File: config.mk
export PLATFORM = sky130hd
export DESIGN_NAME = fetch_stage
export DESIGN_NICKNAME = d
export VERILOG_FILES = /design/src/rtl/fetch_stage.sv
export SDC_FILE = /design/constraint.sdc
export NUM_CORES = 1
export LEC_CHECK = 0
export CORE_MARGIN = 5
export CORE_UTILIZATION = 30
export CTS_CLUSTER_DIAMETER = 30
export DETAILED_ROUTE_END_ITERATION = 10
export GPL_ROUTABILITY_DRIVEN = 0
export GPL_TIMING_DRIVEN = 0
export PLACE_DENSITY = 0.57
export SYNTH_ARGS = -nofsm -noshare
export SYNTH_HDL_FRONTEND = slang
export SYNTH_SLANG_ARGS = --single-unit
File: constraint.sdc
create_clock -name clk -period 4.4 [get_ports clk]
set_input_delay 0.44 -clock clk [delete_from_list [all_inputs] [get_ports clk]]
set_output_delay 0.44 -clock clk [all_outputs]
set_load 0.02 [all_outputs]
File: src/rtl/fetch_stage.sv
// Instruction-fetch stage: owns the PC, drives the program-memory address,
// and loads the fetched word plus PC+4 into the IF/ID pipeline register.
module fetch_stage #(
  parameter int                    DATA_WIDTH   = 32,
  parameter int                    MEMORY_DEPTH = 32,
  parameter logic [DATA_WIDTH-1:0] RESET_PC     = 32'h0004_0000
) (
  input  logic                  clk,
  input  logic                  reset,
  input  logic                  Stall,
  input  logic                  Redirect,
  input  logic [DATA_WIDTH-1:0] RedirectTarget,
  input  logic [DATA_WIDTH-1:0] Instruction_ROM,
  output logic [DATA_WIDTH-1:0] PC,
  output logic [DATA_WIDTH-1:0] IFID_Instruction,
  output logic [DATA_WIDTH-1:0] IFID_PCPlus4,
  output logic                  IFID_Valid,
  output logic                  Fault
);

  typedef enum logic [1:0] {
    ST_BOOT = 2'd0,
    ST_RUN  = 2'd1,
    ST_HALT = 2'd2
  } state_t;

  // Window bounds carry one extra bit so RESET_PC + 4*MEMORY_DEPTH cannot wrap.
  localparam logic [DATA_WIDTH:0] WIN_LO = {1'b0, RESET_PC};
  localparam logic [DATA_WIDTH:0] WIN_HI = {1'b0, RESET_PC} + (DATA_WIDTH+1)'(4 * MEMORY_DEPTH);

  state_t                  state_q, state_d;
  logic [DATA_WIDTH-1:0]   pc_q, pc_d;
  logic [DATA_WIDTH-1:0]   instr_q, instr_d;
  logic [DATA_WIDTH-1:0]   pcplus4_q, pcplus4_d;
  logic                    valid_q, valid_d;
  logic                    fault_q, fault_d;
  logic [DATA_WIDTH-1:0]   pc_plus4_s;
  logic                    target_bad_s;
  logic                    advance_bad_s;

  function automatic logic fetch_addr_bad(input logic [DATA_WIDTH-1:0] addr);
    logic [DATA_WIDTH:0] wide;
    wide = {1'b0, addr};
    return (addr[1:0] != 2'b00) || (wide < WIN_LO) || (wide >= WIN_HI);
  endfunction

  assign pc_plus4_s    = pc_q + DATA_WIDTH'(3'd4);
  assign target_bad_s  = fetch_addr_bad(RedirectTarget);
  assign advance_bad_s = fetch_addr_bad(pc_plus4_s);

  // Next-state logic: redirect beats stall beats advance; any bad next PC halts fetch.
  always_comb begin
    state_d   = state_q;
    pc_d      = pc_q;
    instr_d   = instr_q;
    pcplus4_d = pcplus4_q;
    valid_d   = valid_q;
    fault_d   = fault_q;
    case (state_q)
      ST_BOOT: begin
        state_d   = ST_RUN;
        instr_d   = '0;
        pcplus4_d = '0;
        valid_d   = 1'b0;
        if (Redirect) begin
          if (target_bad_s) begin
            fault_d = 1'b1;
            state_d = ST_HALT;
          end else begin
            pc_d = RedirectTarget;
          end
        end else begin
          pc_d = pc_q;
        end
      end
      ST_RUN: begin
        if (Redirect) begin
          instr_d   = '0;
          pcplus4_d = '0;
          valid_d   = 1'b0;
          if (target_bad_s) begin
            fault_d = 1'b1;
            state_d = ST_HALT;
          end else begin
            pc_d = RedirectTarget;
          end
        end else if (Stall) begin
          pc_d = pc_q;
        end else begin
          // The word at PC is valid even when stepping past the window end.
          instr_d   = Instruction_ROM;
          pcplus4_d = pc_plus4_s;
          valid_d   = 1'b1;
          if (advance_bad_s) begin
            fault_d = 1'b1;
            state_d = ST_HALT;
          end else begin
            pc_d = pc_plus4_s;
          end
        end
      end
      ST_HALT: begin
        instr_d   = '0;
        pcplus4_d = '0;
        valid_d   = 1'b0;
        fault_d   = 1'b1;
      end
      default: begin
        state_d   = ST_HALT;
        instr_d   = '0;
        pcplus4_d = '0;
        valid_d   = 1'b0;
        fault_d   = 1'b1;
      end
    endcase
  end

  // State, PC and IF/ID registers.
  always_ff @(posedge clk or negedge reset) begin
    if (!reset) begin
      state_q   <= ST_BOOT;
      pc_q      <= RESET_PC;
      instr_q   <= '0;
      pcplus4_q <= '0;
      valid_q   <= 1'b0;
      fault_q   <= 1'b0;
    end else begin
      state_q   <= state_d;
      pc_q      <= pc_d;
      instr_q   <= instr_d;
      pcplus4_q <= pcplus4_d;
      valid_q   <= valid_d;
      fault_q   <= fault_d;
    end
  end

  assign PC               = pc_q;
  assign IFID_Instruction = instr_q;
  assign IFID_PCPlus4     = pcplus4_q;
  assign IFID_Valid       = valid_q;
  assign Fault            = fault_q;

endmodule

==> impl_metrics.tcl <==
set metrics [dict create \
    status "complete, no violations" \
    cts_made_buffers 9 \
    period_needed_ps 3630 \
    dr.pass1.iters 5 \
    grt_pass1_wl_um 25800 \
    post_cts_buffers 0 \
    dp.cells 904 \
    rsz0062_at_grt "false" \
    grt-ovfl-total 0 \
    crit_path_start_kind "flop" \
    path_class "flop to flop" \
    synth_fa_ha_area_share_pct 0.253 \
    io_buffer_count 165 \
    die_w_um 138 \
    vias 4520 \
    setup_violations 0 \
    synth_nets 587 \
    crit_arrival_ps 3860 \
    area_growth_pct 45.7 \
    yosysSeqAreaShare_pct 50.6 \
    route.detailed.drc 0 \
    via_per_inst 4.91 \
    synthXorXnorAreaFrac_pct 4.07 \
    async_flop_share_pct 100 \
    cts-root-buf "clkbuf_16" \
    initial_core_util_pct 30.1 \
    hpwl_um 12500 \
    netlist_instances 518 \
    vdd_drop_max_mv 0.184 \
    pin_count 166 \
    ys_types 52 \
    grt_antenna_before_repair 0 \
    wire_per_inst_um 17.1 \
    die-area_sq_mm 0.0192 \
    slew_headroom_pct 33.1 \
    cts_max_level 3 \
    die_h_um 138 \
    nets 764 \
    grt_max_degree 56 \
    finalCritPeriodShare_pct 82.4 \
    final_common_cell "clkdlybuf4s50_1" \
    crit_fanout 10 \
    drive_gt1_share_pct 5.00 \
    p_per_area_mw_per_mm2 258 \
    tritoncts "done" \
    cts.clk_slew.worst_paths_ps 70 \
    ys.flop_type "dfrtp_1" \
    final_cell_mix "164 x clkdlybuf4s50_1, 102 x nor2_1, 99 x dfrtp_1" \
    final-hold-violation-count 0 \
    grt_pass1_vias 4731 \
    ctsResizeCount 0 \
    timing.fmax_ghz 0.276 \
    hold_path_class "input pin to async pin" \
    track_usage_pct 16.8 \
    ys_ff_latch 100 \
    synth_mux_area_share_pct 7.74 \
    fp.coreArea_sq_mm 0.0164 \
    fin_cells 920 \
    rows 47 \
    cp-end-kind "flop" \
    antenna_cells 0 \
    cts.sinks 100 \
    syn_area_sq_mm 0.00495 \
    holdWs_ps 75.2 \
    yosys_warnings 0 \
    ant_nets 0 \
    dp_slack_ps 846 \
    synth_top_family_by_area "simple AND/OR/NAND/NOR gates" \
    leakagePower_nw 2.98 \
    synth_compound_area_share_pct 9.33 \
    worst_pin_slew_ps 996 \
    cts_hold_buf 0 \
    first_iter_violations 267 \
    wl_um 15700 \
    critical_path_required_ps 4630 \
    synth-edff-count 0 \
    maxCapViolCount 0 \
    clk_path_buf_depth 2 \
    clock_latency_ps 360 \
    synth.avg_cell_area_sq_um 9.55 \
    drv_slew 0 \
    fin_skew_ps 6.03 \
    worst_slack_ps 773 \
    yosys.area_share.simple_pct 24.1 \
]
area by class of cell:
| class | count | area, sq um |
|---|---|---|
| Inverter | 12 | 45.0 |
| Clock inverter | 6 | 71.3 |
| Tap cell | 220 | 275 |
| Fill cell | 1534 | 9200 |
| Clock buffer | 10 | 229 |
| Buffer | 34 | 145 |
| Multi-Input combinational cell | 372 | 2260 |
| Sequential cell | 100 | 2500 |
| Timing Repair Buffer | 166 | 1680 |
Yosys cell counts (all sizes together), types with 3 or more instances:
cell type | count | area share, %
a211oi | 5 | 0.76
a21boi | 4 | 0.61
a21oi | 36 | 3.6
a311oi | 3 | 0.53
a31oi | 4 | 0.51
and3 | 4 | 0.51
and4 | 3 | 0.53
buf | 16 | 1.6
clkbuf | 18 | 1.4
dfrtp | 99 | 50
inv | 12 | 0.91
mux2i | 36 | 7.3
nand2 | 25 | 1.9
nand2b | 4 | 0.51
nand3 | 17 | 1.8
nand4 | 16 | 2.3
nor2 | 102 | 7.7
nor2b | 21 | 2.7
nor3 | 11 | 1.1
nor4 | 16 | 2.6
nor4b | 3 | 0.53
o21a | 4 | 0.63
o21ai | 8 | 0.81
or3 | 6 | 0.76
xnor2 | 13 | 2.3
xor2 | 10 | 1.8
path summary, 6_finish.rpt:
| check | from | endpoint | slack, ps | cells past startpoint |
|---|---|---|---|---|
| max in group asynchronous | reset | PC[29]$_DFFE_PN0P_ | 3640 | 2 |
| setup / recovery | PC[2]$_DFFE_PN0P_ | Fault$_DFFE_PN0P_ | 770 | 10 |
| min in group clk | Fault$_DFFE_PN0P_ | Fault$_DFFE_PN0P_ | 490 | 1 |
| hold / removal | reset | IFID_Instruction[30]$_DFFE_PN0P_ | 80 | 1 |
| hold reg to reg | Fault$_DFFE_PN0P_ | Fault$_DFFE_PN0P_ | 490 | 1 |
| setup reg to reg | PC[2]$_DFFE_PN0P_ | Fault$_DFFE_PN0P_ | 770 | 10 |
sequential cells by signal, summed over array words and instances (netlist names):
register / cells
Fault: 1
state_q: 2
IFID_PCPlus4: 32
IFID_Valid: 1
IFID_Instruction: 32
PC: 32
layer usage:
| metal | vias to the layer above | global-route usage, % | share of wire (%) |
|---|---|---|---|
| met1 | 2168 | 21.1 | 43 |
| met2 | 161 | 28.3 | 49 |
| met5 | - | 0 | 0 |
| met3 | 23 | 3.94 | 5.4 |
| li1 | 2168 | - | - |
| met4 | 0 | 5.88 | 2.2 |
cell families (layout without fill, tap and decap cells):
| family | Yosys count | in the layout |
|---|---|---|
| DFF | 100 | 100 |
| adders and majority gates | 1 | 1 |
| muxes | 38 | 38 |
| xor gates and xnor gates | 23 | 23 |
| buffers and inverters | 46 | 228 |
| and+or+nand+nor | 235 | 235 |
| AOI/OAI and AO/OA | 75 | 75 |
through the flow:
step / cell area (sq um) / power, W / util [%] / setup TNS (ps)
after global placement: 6870 / 0.00105 / 41.9 / -80350
after floorplan: 4950 / 0.000970 / - / 0
after global routing: 7200 / 0.00193 / 43.9 / 0
final: 7200 / 0.00186 / 43.9 / 0
after detailed placement: 6900 / 0.00106 / 42.1 / 0
after CTS: 7200 / 0.00189 / 43.9 / 0
where the power goes:
part           leakage [nW]  total, W  internal [W]     switching [W]
logic                  1.48  0.000121     0.0000701         0.0000507
clock network         0.145  0.000818      0.000448          0.000370
registers              1.35  0.000919      0.000919  0.00000000000121
critical path, stage by stage (launching register included):
cell and delay [ps]:
dfrtp_1 380, clkbuf_1 320, nand4_1 270, nor2_1 230, buf_1 460, a31oi_1 200
or2_2 370, nor4_1 380, nand4_1 220, a311oi_1 550, nand2b_1 100
(Power assumes the default switching activity.)
